--- src/rtl/axi_pkg.sv ---
`default_nettype none
// ============================================================================
// Package : axi_pkg
// Shared AXI write-path types, response codes and helpers.     Rev 1.0
// ============================================================================
package axi_pkg;

  typedef enum logic [1:0] {
    BURST_FIXED = 2'b00,
    BURST_INCR  = 2'b01,
    BURST_WRAP  = 2'b10,
    BURST_RSVD  = 2'b11
  } burst_t;

  typedef enum logic [1:0] {
    ST_IDLE = 2'b00,
    ST_DATA = 2'b01,
    ST_RESP = 2'b10
  } wr_state_t;

  localparam logic [1:0] c_RESP_OKAY   = 2'b00;
  localparam logic [1:0] c_RESP_EXOKAY = 2'b01;
  localparam logic [1:0] c_RESP_SLVERR = 2'b10;
  localparam logic [1:0] c_RESP_DECERR = 2'b11;

  // WRAP bursts are only legal for 2, 4, 8 or 16 beats
  function automatic logic wrap_len_ok(input logic [7:0] len);
    return (len == 8'd1) || (len == 8'd3) || (len == 8'd7) || (len == 8'd15);
  endfunction

endpackage
`default_nettype wire

--- src/rtl/axi_sync_fifo.sv ---
`default_nettype none
// ============================================================================
// Module : axi_sync_fifo
// Synchronous FIFO with pointer-plus-wrap-bit full/empty.      Rev 1.0
// ============================================================================
module axi_sync_fifo #(
  parameter int WIDTH = 8,
  parameter int DEPTH = 4
) (
  input  logic             clk,
  input  logic             rst,
  input  logic             i_push,
  input  logic [WIDTH-1:0] i_data,
  input  logic             i_pop,
  output logic [WIDTH-1:0] o_data,
  output logic             o_full,
  output logic             o_empty
);
  localparam int c_PTR_W = $clog2(DEPTH);

  logic [c_PTR_W:0] r_wr_ptr;
  logic [c_PTR_W:0] r_rd_ptr;
  logic [WIDTH-1:0] r_mem [DEPTH];
  logic             w_do_push;
  logic             w_do_pop;

  assign o_full    = (r_wr_ptr[c_PTR_W] != r_rd_ptr[c_PTR_W]) &&
                     (r_wr_ptr[c_PTR_W-1:0] == r_rd_ptr[c_PTR_W-1:0]);
  assign o_empty   = (r_wr_ptr == r_rd_ptr);
  assign w_do_push = i_push && !o_full;
  assign w_do_pop  = i_pop && !o_empty;
  assign o_data    = r_mem[r_rd_ptr[c_PTR_W-1:0]];

  always_ff @(posedge clk) begin
    if (w_do_push) begin
      r_mem[r_wr_ptr[c_PTR_W-1:0]] <= i_data;
    end
  end

  always_ff @(posedge clk) begin
    if (rst) begin
      r_wr_ptr <= '0;
      r_rd_ptr <= '0;
    end else begin
      if (w_do_push) r_wr_ptr <= r_wr_ptr + 1'b1;
      if (w_do_pop)  r_rd_ptr <= r_rd_ptr + 1'b1;
    end
  end

endmodule
`default_nettype wire

--- src/rtl/axi_wr_slave.sv ---
`default_nettype none
// ============================================================================
// Module : axi_wr_slave
// AXI3 write slave: queued AW, one burst at a time, one B per burst. Rev 1.0
// ============================================================================
module axi_wr_slave
  import axi_pkg::*;
#(
  parameter int                ID_W        = 4,
  parameter int                ADDR_W      = 32,
  parameter int                DATA_W      = 32,
  parameter int                LEN_W       = 4,
  parameter int                AW_DEPTH    = 4,
  parameter logic [ADDR_W-1:0] BASE_ADDR   = '0,
  parameter int                REGION_LOG2 = 12
) (
  input  logic                a_clk,
  input  logic                a_reset,
  input  logic [ID_W-1:0]     aw_id,
  input  logic [ADDR_W-1:0]   aw_addr,
  input  logic [LEN_W-1:0]    aw_len,
  input  logic [2:0]          aw_size,
  input  logic [1:0]          aw_burst,
  input  logic                aw_valid,
  output logic                aw_ready,
  input  logic [ID_W-1:0]     w_id,
  input  logic [DATA_W-1:0]   w_data,
  input  logic [DATA_W/8-1:0] w_strb,
  input  logic                w_last,
  input  logic                w_valid,
  output logic                w_ready,
  output logic [ID_W-1:0]     b_id,
  output logic [1:0]          b_resp,
  output logic                b_valid,
  input  logic                b_ready,
  output logic                mem_we,
  output logic [ADDR_W-1:0]   mem_addr,
  output logic [DATA_W-1:0]   mem_wdata,
  output logic [DATA_W/8-1:0] mem_wstrb,
  output logic                w_id_err
);
  typedef struct packed {
    logic [ID_W-1:0]   id;
    logic [ADDR_W-1:0] addr;
    logic [LEN_W-1:0]  len;
    logic [2:0]        size;
    burst_t            burst;
  } aw_req_t;

  localparam int         c_REQ_W    = $bits(aw_req_t);
  localparam logic [2:0] c_MAX_SIZE = 3'($clog2(DATA_W/8));

  wr_state_t           r_state, w_state_nx;
  logic [ID_W-1:0]     r_id;
  logic [ADDR_W-1:0]   r_addr;
  logic [LEN_W-1:0]    r_len;
  logic [2:0]          r_size;
  burst_t              r_burst;
  logic [LEN_W-1:0]    r_cnt;
  logic [1:0]          r_pop_resp;
  logic                r_wl_err;
  logic                r_mem_we;
  logic [ADDR_W-1:0]   r_mem_addr;
  logic [DATA_W-1:0]   r_mem_wdata;
  logic [DATA_W/8-1:0] r_mem_wstrb;
  logic                r_w_id_err;

  aw_req_t             w_push_req;
  aw_req_t             w_head;
  logic [c_REQ_W-1:0]  w_head_bits;
  logic                w_full, w_empty, w_pop;
  logic [1:0]          w_head_resp;
  logic [ADDR_W-1:0]   w_head_mask;
  logic                w_wrdy, w_bvld, w_hs, w_match;
  logic [ADDR_W-1:0]   w_bytes, w_wrap_bytes, w_next_addr;

  assign w_push_req = '{id: aw_id, addr: aw_addr, len: aw_len, size: aw_size,
                        burst: burst_t'(aw_burst)};
  assign w_head     = aw_req_t'(w_head_bits);
  assign aw_ready   = !w_full && !a_reset;

  axi_sync_fifo #(
    .WIDTH (c_REQ_W),
    .DEPTH (AW_DEPTH)
  ) u_aw_fifo (
    .clk     (a_clk),
    .rst     (a_reset),
    .i_push  (aw_valid && aw_ready),
    .i_data  (w_push_req),
    .i_pop   (w_pop),
    .o_data  (w_head_bits),
    .o_full  (w_full),
    .o_empty (w_empty)
  );

  // Burst legality is judged once, on the request as it leaves the FIFO
  assign w_head_mask = (ADDR_W'(1) << w_head.size) - ADDR_W'(1);
  always_comb begin
    w_head_resp = c_RESP_OKAY;
    if ((w_head.addr >> REGION_LOG2) != (BASE_ADDR >> REGION_LOG2)) begin
      w_head_resp = c_RESP_DECERR;
    end else if ((w_head.size > c_MAX_SIZE) || (w_head.burst == BURST_RSVD) ||
                 ((w_head.burst == BURST_WRAP) &&
                  (!wrap_len_ok(8'(w_head.len)) || ((w_head.addr & w_head_mask) != '0)))) begin
      w_head_resp = c_RESP_SLVERR;
    end
  end

  always_ff @(posedge a_clk) begin
    if (a_reset) r_state <= ST_IDLE;
    else         r_state <= w_state_nx;
  end

  assign w_hs    = w_valid && w_wrdy;
  assign w_match = w_hs && (w_id == r_id);

  always_comb begin
    w_state_nx = r_state;
    w_pop      = 1'b0;
    w_wrdy     = 1'b0;
    w_bvld     = 1'b0;
    case (r_state)
      ST_IDLE: begin
        if (!w_empty) begin
          w_pop      = 1'b1;
          w_state_nx = ST_DATA;
        end
      end
      ST_DATA: begin
        w_wrdy = 1'b1;
        if (w_valid && (w_id == r_id) && (r_cnt == r_len)) w_state_nx = ST_RESP;
      end
      ST_RESP: begin
        w_bvld = 1'b1;
        if (b_ready) w_state_nx = ST_IDLE;
      end
      default: w_state_nx = ST_IDLE;
    endcase
  end

  assign w_bytes      = ADDR_W'(1) << r_size;
  assign w_wrap_bytes = (ADDR_W'(r_len) + ADDR_W'(1)) << r_size;
  always_comb begin
    w_next_addr = r_addr;
    case (r_burst)
      BURST_INCR: w_next_addr = (r_addr & ~(w_bytes - ADDR_W'(1))) + w_bytes;
      BURST_WRAP: w_next_addr = (r_addr & ~(w_wrap_bytes - ADDR_W'(1))) |
                                ((r_addr + w_bytes) & (w_wrap_bytes - ADDR_W'(1)));
      default:    w_next_addr = r_addr;
    endcase
  end

  always_ff @(posedge a_clk) begin
    if (a_reset) begin
      r_id        <= '0;
      r_addr      <= '0;
      r_len       <= '0;
      r_size      <= '0;
      r_burst     <= BURST_FIXED;
      r_cnt       <= '0;
      r_pop_resp  <= c_RESP_OKAY;
      r_wl_err    <= 1'b0;
      r_mem_we    <= 1'b0;
      r_mem_addr  <= '0;
      r_mem_wdata <= '0;
      r_mem_wstrb <= '0;
      r_w_id_err  <= 1'b0;
    end else begin
      r_mem_we   <= 1'b0;
      r_w_id_err <= 1'b0;
      if (w_pop) begin
        r_id       <= w_head.id;
        r_addr     <= w_head.addr;
        r_len      <= w_head.len;
        r_size     <= w_head.size;
        r_burst    <= w_head.burst;
        r_cnt      <= '0;
        r_pop_resp <= w_head_resp;
        r_wl_err   <= 1'b0;
      end
      if (w_hs && !w_match) begin
        r_w_id_err <= 1'b1;
      end
      if (w_match) begin
        r_cnt  <= r_cnt + LEN_W'(1);
        r_addr <= w_next_addr;
        if (w_last != (r_cnt == r_len)) r_wl_err <= 1'b1;
        if (r_pop_resp == c_RESP_OKAY) begin
          r_mem_we    <= 1'b1;
          r_mem_addr  <= r_addr;
          r_mem_wdata <= w_data;
          r_mem_wstrb <= w_strb;
        end
      end
    end
  end

  assign w_ready   = w_wrdy;
  assign b_valid   = w_bvld;
  assign b_id      = r_id;
  // A decode or request error outranks a WLAST protocol error
  assign b_resp    = (r_pop_resp != c_RESP_OKAY) ? r_pop_resp :
                     (r_wl_err ? c_RESP_SLVERR : c_RESP_OKAY);
  assign mem_we    = r_mem_we;
  assign mem_addr  = r_mem_addr;
  assign mem_wdata = r_mem_wdata;
  assign mem_wstrb = r_mem_wstrb;
  assign w_id_err  = r_w_id_err;

endmodule
`default_nettype wire

--- config.mk ---
export PLATFORM = sky130hd
export DESIGN_NAME = axi_wr_slave
export DESIGN_NICKNAME = d
export VERILOG_FILES = /design/src/rtl/axi_pkg.sv /design/src/rtl/axi_sync_fifo.sv /design/src/rtl/axi_wr_slave.sv
export SDC_FILE = /design/constraint.sdc
export NUM_CORES = 1
export LEC_CHECK = 0
export CAP_MARGIN = 20
export CORE_MARGIN = 2
export CORE_UTILIZATION = 59
export CTS_BUF_LIST = sky130_fd_sc_hd__clkbuf_8
export DETAILED_ROUTE_END_ITERATION = 6
export GPL_ROUTABILITY_DRIVEN = 1
export PLACE_DENSITY_LB_ADDON = 0.08
export SLEW_MARGIN = 40
export SYNTH_ARGS = -nofsm -noshare
export SYNTH_HDL_FRONTEND = slang
export SYNTH_SLANG_ARGS = --single-unit
--- constraint.sdc ---
create_clock -name a_clk -period 4.6 [get_ports a_clk]
set_input_delay 0.46 -clock a_clk [delete_from_list [all_inputs] [get_ports a_clk]]
set_output_delay 0.46 -clock a_clk [all_outputs]
set_load 0.02 [all_outputs]
==> metrics <==
Synth Instances=1396; register clock-pin slew on the reported worst setup and hold paths=~0.06 ns; # rows=58; number of clock sinks=around 310; setup TNS=0 ns; Crit Path Class=flop to flop; Slowest cell on crit path=dfxtp_1; WL/cell=19.32 um; Leakage=6.165 nW; core area=roughly 0.025 sq mm; Yosys top cell by area=edfxtp_1; Critical Path Start Type=flop; Mean Syn Cell Area=approximately 11 sq um; gr ovfl total=0; total routed wirelength=37.05 mm; layout cells sized above 1=around an eighth; global-route wire length before repair=roughly 58 mm; Yosys top cell area share=35.96%; P per Cell Area=530.0 mW/mm^2; DR pass1 iterations=5; post-CTS setup buffers=0; Placement Cell Area=0.01692 sq mm; Die H=163.6 um; final setup fails=0; total number of vias=about 12000; crit-path max cell delay=between 0.4 and 0.5 ns; area growth from synthesis to layout=19.39%; Post-synth EDFFs=180; synthesized flop and latch total=312; area of the mapped netlist=0.01503 sq mm; clk_skew=~0.019 ns; Primary FF master, synth=edfxtp_1; CTS tree=built; Final GP Congestion=0.9410; CTS Hold Bufs=0; clock buffer count from CTS=50; largest net degree at the start of global routing=69; WP data arrival=4.42 ns; gr usage total=around 28%; # nets final=1663; # DRC=0; Worst Hold Class=input port to flop; most common cell after layout, fill and taps aside=nand2_1; Slew Viols, Final=0; Worst slew margin=50.24%; status=completed; Ports=170; Die ar.=0.02677 sq mm; Die Wd=163.6 um; CP required=about 5.0 ns; final instance area=approximately 0.018 sq mm; Post-DRT Antenna Nets=0; antenna violations before repair=1; Max Root-Sink Buffers=3; syn_nets=1513; crit path cell chain=nor2_1, nand2_1, inv_1, ha_1, inv_1, fa_1, nor2b_1, o211a_1, o22ai_1, or2_2, nor2_1, xor2_1, and3_1, a2111oi_0, nor3_1; most frequent cells in the layout=241 x nand2_1, 180 x edfxtp_1, 168 x clkdlybuf4s50_1; worst slew pin tran=0.7464 ns; crit path buf inv count=2; Starting Density=59.86%; later-pin clock latency in the skew report=0.58 ns; 1st-iter DRT viols=1115; CP Max Fanout=15; DP Worst Slack=0.7323 ns; PnR worst setup slack=between 0.5 and 0.6 ns; diodes inserted=0; Top Family by Delay on Critical Path=simple AND/OR/NAND/NOR gates; largest cells by area after synthesis=edfxtp_1 36%, dfxtp_1 18%, mux4_2 6.7%; CTS resizes=0; Max Cap Violations=0; Via-to-Cell Ratio=6.012; Final Core Density=between 70% and 80%; minimum clock period=4.000 ns; register area share after synthesis=between 50 and 60%; Fmax=250.0 MHz; Worst Hold Slack=0.4349 ns; final worst-path cycle share=86.97%; Synth Warn #=0; vias in the first global route=11050; Root Buffer=clkbuf_8; post-synth cell types=92; RSZ-0062 raised after global routing=no; ys async rst share=0%; port buffer count=around 170; post-DP HPWL=24.87 mm; Critical Path Sink Type=flop; H-tree Lvls=2; Final Hold Fails=0; Peak VDD IR=530.6 uV
-- final timing paths --
check | endpoint | slack, ns | start | depth (start not counted)
worst max-delay path | flop | 0.60 | r_size[2] | 15
worst min-delay path | mem_wdata[28] | 0.43 | w_data[28] | 3
worst max register to register | flop | 0.60 | r_size[2] | 15
worst min register to register | mem_wdata[18] | 0.45 | mem_wdata[18] | 2
-- metal layers --
metal  GRT usage (%)  wire [um]  part of all wire [%]
met4           9.011        895                   2.4
met5               0         17                 0.046
met2           44.65      17510                    47
met1           37.11      15770                    43
met3           5.993       2852                   7.7
-- cell usage after synthesis (all sizes together), types with 4 or more instances --
| cell | instances |
|---|---|
| and3 | 11 |
| xnor2 | 35 |
| ha | 25 |
| inv | 32 |
| edfxtp | 180 |
| a2111oi | 4 |
| o22ai | 5 |
| or3 | 11 |
| a22oi | 5 |
| a221oi | 9 |
| mux2i | 6 |
| nor2 | 75 |
| nor2b | 16 |
| a21o | 7 |
| o31ai | 13 |
| a21oi | 129 |
| a211o | 5 |
| mux4 | 45 |
| nand2b | 11 |
| o32ai | 8 |
| a31oi | 15 |
| o211ai | 4 |
| nand4 | 15 |
| xor2 | 26 |
| o21a | 6 |
| and2 | 10 |
| clkbuf | 64 |
| o41ai | 5 |
| nand3 | 30 |
| o21ai | 52 |
| buf | 30 |
| nand2 | 246 |
| a211oi | 10 |
| and4b | 5 |
| dfxtp | 132 |
| or2 | 11 |
| nor3 | 35 |
| nor4 | 14 |
-- cell type report --
class	count	area, sq um
Clock buffer	61	839.6
Timing Repair Buffer	192	1874
Tap cell	330	412.9
Clock inverter	33	178.9
Fill cell	1854	7166
Multi-Input combinational cell	958	6467
Sequential cell	312	8050
Inverter	32	120.1
-- per-stage QoR --
| stage | std cells | power (mW) |
|---|---|---|
| after CTS | 1918 | 9.498 |
| after floorplan | 1396 | 6.151 |
| after global placement | 1824 | 7.095 |
| after global routing | 1918 | 10.03 |
| final | 1918 | 9.509 |
| after detailed placement | 1824 | 7.140 |
-- worst reg2reg max path: cells and delay by family (launching register included) --
| kind | cells | cell delay (ns) |
|---|---|---|
| buffers and inverters | 2 | 0.20 |
| AOI/OAI and AO/OA | 3 | 0.72 |
| adders and majority gates | 2 | 0.70 |
| and+or+nand+nor | 7 | 1.67 |
| xor gates and xnor gates | 1 | 0.08 |
| DFF | 1 | 0.48 |
-- report_power, final --
part / total [mW] / switching, mW / leakage [nW] / internal [mW]
registers: 3.68 / 0.464 / 2.71 / 3.21
clock network: 2.35 / 1.08 / 0.609 / 1.27
logic: 3.48 / 2.05 / 2.85 / 1.43
-- cells by family (layout without fill, tap and decap cells) --
kind of cell | Yosys count | count (layout) | synth area share (%)
simple gates | 508 | 508 | 16.54
flops | 312 | 312 | 53.55
compound gates | 311 | 311 | 13.29
buf+inv | 126 | 318 | 3.638
xor+xnor | 61 | 61 | 3.555
mux | 52 | 52 | 7.218
fa+ha+maj | 26 | 26 | 2.214
Note: power is estimated with default switching activity, not from simulation.
